`src/rtl/sw_time_counter.sv`:
```
// Stopwatch time base: divides clk to a centisecond tick and accumulates min:sec:csec.
// Obeys the cnt_ctrl command from the control FSM: count, hold on pause, clear on idle.
module sw_time_counter #(
   parameter int CLK_FREQ = 50_000_000,
   parameter int TICK_HZ  = 100
) (
   input  logic       clk,
   input  logic       rst,
   input  logic [1:0] cnt_ctrl,
   output logic [6:0] o_csec,
   output logic [5:0] o_sec,
   output logic [5:0] o_min,
   output logic       o_tick,
   output logic       o_wrap,
   output logic       o_running
);

   localparam int DIV   = CLK_FREQ / TICK_HZ;
   localparam int PRE_W = $clog2(DIV);

   localparam logic [PRE_W-1:0] PRE_MAX  = PRE_W'(DIV - 1);
   localparam logic [6:0]       CSEC_MAX = 7'd99;
   localparam logic [5:0]       SEC_MAX  = 6'd59;
   localparam logic [5:0]       MIN_MAX  = 6'd59;

   typedef enum logic [1:0] {
      CMD_IDLE  = 2'b00,
      CMD_COUNT = 2'b01,
      CMD_PAUSE = 2'b10
   } cmd_e;

   logic [PRE_W-1:0] pre_p0, pre_nxt;
   logic [6:0]       csec_p0, csec_nxt;
   logic [5:0]       sec_p0, sec_nxt;
   logic [5:0]       min_p0, min_nxt;
   logic             tick_p0, tick_nxt;
   logic             wrap_p0, wrap_nxt;
   logic             run_p0, run_nxt;

   // Next-state: pause holds by default; any code other than COUNT/PAUSE clears.
   always_comb begin
      pre_nxt  = pre_p0;
      csec_nxt = csec_p0;
      sec_nxt  = sec_p0;
      min_nxt  = min_p0;
      tick_nxt = 1'b0;
      wrap_nxt = 1'b0;
      run_nxt  = 1'b0;
      if (cnt_ctrl == CMD_COUNT) begin
         run_nxt = 1'b1;
         if (pre_p0 == PRE_MAX) begin
            pre_nxt  = '0;
            tick_nxt = 1'b1;
            if (csec_p0 == CSEC_MAX) begin
               csec_nxt = '0;
               if (sec_p0 == SEC_MAX) begin
                  sec_nxt = '0;
                  if (min_p0 == MIN_MAX) begin
                     min_nxt  = '0;
                     wrap_nxt = 1'b1;
                  end else begin
                     min_nxt = min_p0 + 6'd1;
                  end
               end else begin
                  sec_nxt = sec_p0 + 6'd1;
               end
            end else begin
               csec_nxt = csec_p0 + 7'd1;
            end
         end else begin
            pre_nxt = pre_p0 + PRE_W'(1);
         end
      end else if (cnt_ctrl != CMD_PAUSE) begin
         pre_nxt  = '0;
         csec_nxt = '0;
         sec_nxt  = '0;
         min_nxt  = '0;
      end
   end

   // Stage p0: registered time value and event pulses
   always_ff @(posedge clk or posedge rst) begin
      if (rst) begin
         pre_p0  <= '0;
         csec_p0 <= '0;
         sec_p0  <= '0;
         min_p0  <= '0;
         tick_p0 <= 1'b0;
         wrap_p0 <= 1'b0;
         run_p0  <= 1'b0;
      end else begin
         pre_p0  <= pre_nxt;
         csec_p0 <= csec_nxt;
         sec_p0  <= sec_nxt;
         min_p0  <= min_nxt;
         tick_p0 <= tick_nxt;
         wrap_p0 <= wrap_nxt;
         run_p0  <= run_nxt;
      end
   end

   assign o_csec    = csec_p0;
   assign o_sec     = sec_p0;
   assign o_min     = min_p0;
   assign o_tick    = tick_p0;
   assign o_wrap    = wrap_p0;
   assign o_running = run_p0;

endmodule

```
`config.mk`:
```
export PLATFORM = sky130hd
export DESIGN_NAME = sw_time_counter
export DESIGN_NICKNAME = d
export VERILOG_FILES = /design/src/rtl/sw_time_counter.sv
export SDC_FILE = /design/constraint.sdc
export NUM_CORES = 1
export LEC_CHECK = 0
export ABC_CLOCK_PERIOD_IN_PS = 2400
export CORE_MARGIN = 3
export CORE_UTILIZATION = 45
export CTS_CLUSTER_DIAMETER = 200
export DETAILED_ROUTE_END_ITERATION = 16
export PLACE_DENSITY = 0.68
export REMOVE_ABC_BUFFERS = 1
export SLEW_MARGIN = 30
export SYNTH_ARGS = -nofsm -noshare
export SYNTH_HDL_FRONTEND = slang
export SYNTH_SLANG_ARGS = --single-unit
```
`constraint.sdc`:
```
create_clock -name clk -period 2.4 [get_ports clk]
set_input_delay 0.36 -clock clk [delete_from_list [all_inputs] [get_ports clk]]
set_output_delay 0.36 -clock clk [all_outputs]
set_load 0.02 [all_outputs]
```
==> flow_metrics.py <==
metrics = {
    "status": {
        "status": "finished clean",
    },
    "power": {
        "power_switching_mw": 0.313,
        "ir_drop_uv": 289,
        "finalPower_mw": 1.38,
        "p_int_mw": 1.07,
        "p_comb_share_pct": 7.1,
        "p_leak_nw": 1.30,
        "power_frac_clock_pct": 42.4,
        "power_frac_seq_pct": 50.4,
        "switching_share_pct": 22.6,
        "power_density_mw_per_mm2": 452,
    },
    "clock_network": {
        "clockBufferDepth": 2,
        "hold_buffers": 0,
        "cts_max_level": 2,
        "clock-sinks": 41,
        "cts_made_buffers": 5,
        "clock_latency_ns": 0.30,
        "cts_root_buf": "clkbuf_8",
        "cts.clk_slew.worst_paths_ns": 0.08,
        "cts_tree": "yes",
    },
    "finish": {
        "final_cell_mix": "dfrtp_1 (41), buf_4 (30), o21ai_0 (25), clkdlybuf4s50_1 (25), nand2_1 (21)",
        "area_growth_pct": 26.9,
        "diodes": 0,
        "final_cell_area_mm2": 0.00306,
        "final_common_cell": "dfrtp_1",
        "final_nets": 315,
        "nFillCells": 452,
        "layout-drive-gt1-share_pct": 18.5,
    },
    "place": {
        "hpwl_mm": 4.23,
        "portBuffers": 25,
        "placed_area_mm2": 0.00289,
        "place_congestion": 0.906,
    },
    "floorplanning": {
        "die_w_um": 79.1,
        "coreArea_mm2": 0.00494,
        "pin_count": 26,
        "chipHeight_um": 79.1,
        "dieArea_mm2": 0.00626,
        "core.rowCount": 25,
        "start_util_pct": 48.7,
    },
    "sta": {
        "maxSlewViolCount": 0,
        "max_slew_margin_pct": 64.0,
        "skew_ns": 0.00751,
        "hold_violations": 0,
        "worstMarginPinSlew_ns": 0.540,
        "min_period_ns": 2.35,
        "fmax_mhz": 425,
        "post-route-period-util_pct": 97.9,
        "rsz0062_at_grt": "true",
        "setup_tns_ns": 0,
        "finalSetupViolCount": 0,
    },
    "worst_setup_path": {
        "end_kind": "flop",
        "start_kind": "flop",
        "worstPathArrival_ns": 2.55,
        "critical_path_required_ns": 2.60,
        "critPathKind": "reg -> reg",
        "cp_max_fo": 4,
    },
    "global_routing": {
        "grt_max_degree": 42,
        "overflow": 0,
        "grt_pass1_wl_mm": 10.2,
        "antenna_found_initial": 0,
        "grt_pass1_vias": 2155,
        "grt_usage_pct": 20.5,
    },
    "yosys": {
        "synthArstFlopShare_pct": 100,
        "synth-edff-count": 0,
        "synth_area_per_cell_um2": 9.37,
        "netlist_area_mm2": 0.00241,
        "synthCells": 257,
        "synth_cell_types": 53,
        "synth-seq-cells": 41,
        "ys_seq_area_share_pct": 42.6,
        "synth_ff_type": "dfrtp_1",
        "yosysWarningCount": 0,
    },
    "drt": {
        "final_antenna_net_count": 0,
        "routed_wl_mm": 5.95,
        "m1WireLength_mm": 2.70,
        "routed_via_density": 6.00,
        "drc": 0,
        "wl_met2_mm": 2.91,
        "first_pass_iters": 5,
        "drt_first_iter_violations": 135,
        "top_layer_used": "met4",
        "wl_per_cell_um": 15.9,
        "wl_met3_um": 238,
        "vias": 2249,
    },
    "flow_run": {
        "cap_violations": 0,
    },
    "hold_path": {
        "hold_class": "in -> async",
    },
}
state kept, by name (all words and copies together) (netlist names):
register / count
o_csec: 7
o_min: 6
o_running: 1
o_sec: 6
o_tick: 1
o_wrap: 1
pre_p0: 19
critical path: stages (launching register included):
cell,delay [ns]
dfrtp_1,0.39
or4b_4,0.56
or4b_4,0.59
or3_1,0.45
o31ai_1,0.27
layer usage:
metal  vias up  GRT usage [%]
li1       1086              -
met1      1100           25.9
met2        54           35.0
met3         9           3.51
met4         0           7.22
met5         -              0
cells by family after synthesis:
logic type	synth area share (%)
multiplexers	1.66
buffers and inverters	4.63
adder cells (fa/ha/maj)	2.08
AO/OA/AOI/OAI	21.3
flip-flops	42.6
AND/OR/NAND/NOR	27.7
synth_stat cells (5+ instances only):
master / instances / area (µm²)
a21oi_1: 14 / 70.1
a31oi_1: 11 / 68.8
a41oi_1: 6 / 52.6
and2_1: 5 / 31.3
and3_1: 6 / 37.5
clkbuf_1: 6 / 22.5
dfrtp_1: 41 / 1030
inv_1: 7 / 26.3
nand2_1: 21 / 78.8
nand2b_1: 5 / 31.3
nand3_1: 19 / 95.1
nand4_1: 7 / 43.8
nor2_1: 7 / 26.3
o21ai_0: 26 / 130
power by group through the flow:
stage | logic, mW | clock network (mW) | registers [mW]
after floorplan | 0.0495 | 0 | 0.712
final | 0.0982 | 0.586 | 0.697
after detailed placement | 0.0959 | 0 | 0.711
after CTS | 0.0963 | 0.592 | 0.697
after global routing | 0.110 | 0.624 | 0.697
after global placement | 0.0944 | 0 | 0.710
final timing paths:
kind | startpoint | to | slack, ns | cells after the start
worst max-delay path | pre_p0[7]$_DFFE_PP0P_ | o_csec[3]$_DFFE_PP0P_ | 0.05 | 4
worst min-delay path | rst | o_sec[2]$_DFFE_PP0P_ | 0.50 | 3
worst max register to register | pre_p0[7]$_DFFE_PP0P_ | o_csec[3]$_DFFE_PP0P_ | 0.05 | 4
worst min register to register | pre_p0[16]$_DFFE_PP0P_ | pre_p0[16]$_DFFE_PP0P_ | 0.50 | 1
max in group asynchronous | rst | pre_p0[5]$_DFFE_PP0P_ | 1.52 | 3
min in group clk | pre_p0[16]$_DFFE_PP0P_ | pre_p0[16]$_DFFE_PP0P_ | 0.50 | 1
through the flow:
stage	std cells	util (%)	setup slack, ns	hold slack (ns)
after CTS	374	60.9	0.0722	0.511
after floorplan	243	-	-0.156	0.467
after global placement	366	58.5	0.0839	0.498
after detailed placement	366	58.5	0.0832	0.497
final	375	61.8	0.0493	0.496
after global routing	375	61.8	-0.00313	0.555
area by class of cell:
class | count | area [µm²] | share of cell area (%)
clock buffer | 7 | 86.3 | 2.83
inverter | 7 | 26.3 | 0.860
sequential | 41 | 1030 | 33.6
clock inverter | 1 | 30.0 | 0.983
tap | 67 | 83.8 | 2.74
timing repair buffer | 57 | 498 | 16.3
multi-input combinational | 195 | 1310 | 42.7
timing repair:
item	4_1_cts	5_1_grt
endpoints found under the hold margin	0	0
endpoints found under the setup margin	0	7
setup buffers	0	1
resized for setup	0	10
Note: power is estimated with default switching activity, not from simulation.
==> variant: new RTL, same flow settings <==
The localparam `CSEC_MAX` goes from 7'd99 to 7'd49.
--- a/src/rtl/sw_time_counter.sv
+++ b/src/rtl/sw_time_counter.sv
@@ -21,3 +21,3 @@
    localparam logic [PRE_W-1:0] PRE_MAX  = PRE_W'(DIV - 1);
-   localparam logic [6:0]       CSEC_MAX = 7'd99;
+   localparam logic [6:0]       CSEC_MAX = 7'd49;
    localparam logic [5:0]       SEC_MAX  = 6'd59;
Function: no difference found for any inputs over 10 cycles, from zero or initial values and one cycle with rst high; that may be too few to reach the edited logic, so the function may still have changed.
==> variant against the unedited design <==
Non-clock buffer count fell by 20; fmax up 6.0%; power down 11%; via count down 5.5%; synthesized cell count is 2.3% higher; worst setup slack better by 0.13 ns; largest cell class unchanged; count of clock-buffer cells in the layout is 1 lower; synthesized area decreased by 0.99%; sequential cell count stayed put; wire length shrank 7.3%; design area decreased by 7.6%; die area fell by 0.91%; critical endpoint is now o_sec[0]$_DFFE_PP0P_; largest power group unchanged.
==> variant: results (changes against the unedited design) <==
Run status = finished, final reports clean
Leak = 1.222 nW (-5.9%)
Setup Fix Bufs, Post-CTS = 0 (unchanged)
Inst Count DP = 353 (-3.6%)
Post-synth ARST share = 1.000 (unchanged)
Crit-path max FO = 10 (+6)
Vias in the first global route = 2019 (-6.3%)
Skew final = 0.005442 ns (-0.002068 ns)
Flop-to-flop setup slack = 0.18 ns (+0.13 ns)
Worst path max stage delay = 0.48 ns (-0.11 ns)
Worst Setup EP = o_sec[0]$_DFFE_PP0P_
Largest net degree at the start of global routing = 42 (unchanged)
Gr usage total = 0.1903 (-0.01432)
CP max stage cell = and3_1
Skew-Pair Late Insertion Delay = 0.30 ns (about the same)
Initial antenna violation count = 0 (unchanged)
Worst Hold Class = input pin to async pin
FF-to-FF path depth = 5 (+1)
# resized after CTS = 0 (unchanged)
Detailed Place HPWL = 3884 um (-8.1%)
Worst-path clk slew = 0.08 ns (about the same)
Initial drt markers = 112 (-17%)
Inserted Diodes = 0 (unchanged)
First-pass GRT wire length = 9508 um (-6.4%)
Max VDD drop = 0.2440 mV (-16%)
Max clock buf depth = 2 (unchanged)
Rel. slew slack = 0.6525 (+0.01249)
Largest register FFs = 19 (unchanged)
Post-synth EDFFs = 0 (unchanged)
First drt pass iteration count = 4 (-1)
Num CTS Buffers = 5 (unchanged)
H-tree depth = 2 (unchanged)
Commonest cells post-synth = dfrtp_1, nand2_1, o21ai_0
Vias = 2126 (-5.5%)
Fill count = 459 (+1.5%)
Syn_area_per_cell = 9.063 um2 (-3.2%)
Total gr overflow = 0 (unchanged)
Root Buffer = clkbuf_8
Routed len/inst = 15.27 um (-3.7%)
Reg with most FFs = pre_p0
Share of cells above drive strength 1 = 0.1054 (-0.07962)
Port Buffers = 25 (unchanged)
Critical Path AT = 2.40 ns (-0.15 ns)
Top FF cell, synth = dfrtp_1
Post-synthesis sequential area ratio = 0.4304 (+0.004251)
Ranking of synthesized cells by area = dfrtp_1, nand2_1, a31oi_1, o21ai_0, and3_1
Synth Warn # = 0 (unchanged)
Final cell count without fillers = 361 (-3.7%)
Crit path from = pre_p0[10]$_DFFE_PP0P_
Synth cell types = 51 (-3.8%)
Layout net count = 302 (-4.1%)
GPL Wtd Cong = 0.8072 (-11%)
[variant: cell types whose count changed after synthesis, sizes merged, moves of 5 or more]
cell | before | now
a211o | 0 | 5
nor3 | 3 | 11
o21ai | 27 | 15
nand3 | 20 | 13
nand2 | 22 | 38
nor2 | 7 | 12
o211ai | 3 | 8
[variant: cell type report]
cell class / count / area, um2 / area share
inverters: 7 / 26.28 / 0.009309
clock inverters: 2 / 10.01 / 0.003546
well taps: 67 / 83.83 / 0.02970
flip-flops and latches: 41 / 1026 / 0.3635
multi-input cells: 201 / 1264 / 0.4477
clock buffers: 6 / 72.57 / 0.02571
repair buffers: 37 / 340.3 / 0.1206
[variant: layer usage]
metal / up-vias / share of wire / global-route usage
met2: 50 / 0.45 / 0.3048
met3: 4 / 0.041 / 0.03628
met4: 0 / 0.010 / 0.05594
met5: - / 0 / 0
li1: 1048 / - / -
met1: 1024 / 0.50 / 0.2616
[variant: worst min-delay path by stage]
stage                           start                     end  slack [ns]
2_1_floorplan  pre_p0[18]$_DFFE_PP0P_  pre_p0[18]$_DFFE_PP0P_        0.44
3_3_place_gp   pre_p0[18]$_DFFE_PP0P_  pre_p0[18]$_DFFE_PP0P_        0.48
3_5_place_dp   pre_p0[18]$_DFFE_PP0P_  pre_p0[18]$_DFFE_PP0P_        0.48
4_1_cts                           rst    o_min[0]$_DFFE_PP0P_        0.50
5_1_grt                           rst        o_wrap$_DFF_PP0_        0.53
6_report                          rst    o_min[0]$_DFFE_PP0P_        0.49
[variant: power by group]
part	switching [mW]	leakage, nW	total [mW]	internal, mW
logic	0.0556	0.606	0.0818	0.0262
registers	0.00377	0.570	0.698	0.694
clock network	0.248	0.0450	0.450	0.202
total	0.308	1.22	1.23	0.922
[variant: critical path, delay by kind of cell, from the launching register on]
kind | cells | cell delay, ns
DFF | 1 | 0.45
and+or+nand+nor | 3 | 1.23
muxes | 1 | 0.28
AOI/OAI and AO/OA | 1 | 0.14
[variant: stage by stage]
stage | area (um2) | power [mW] | setup slack (ns) | util | hold WS (ns)
floorplan | 2316 | 0.7577 | 0.4047 | - | 0.4436
global placement | 2740 | 0.7930 | 0.2533 | 0.5580 | 0.4792
detailed placement | 2740 | 0.7936 | 0.1900 | 0.5580 | 0.4827
CTS | 2823 | 1.243 | 0.1732 | 0.5748 | 0.4967
global route | 2823 | 1.280 | 0.002708 | 0.5748 | 0.5251
finish | 2823 | 1.230 | 0.1816 | 0.5748 | 0.4893
[variant: kinds of logic after synthesis]
group / synth area share
muxes: 0.02205
DFF: 0.4304
and+or+nand+nor: 0.2793
adders and majority gates: 0.02625
buffers and inverters: 0.03937
AOI/OAI and AO/OA: 0.2026
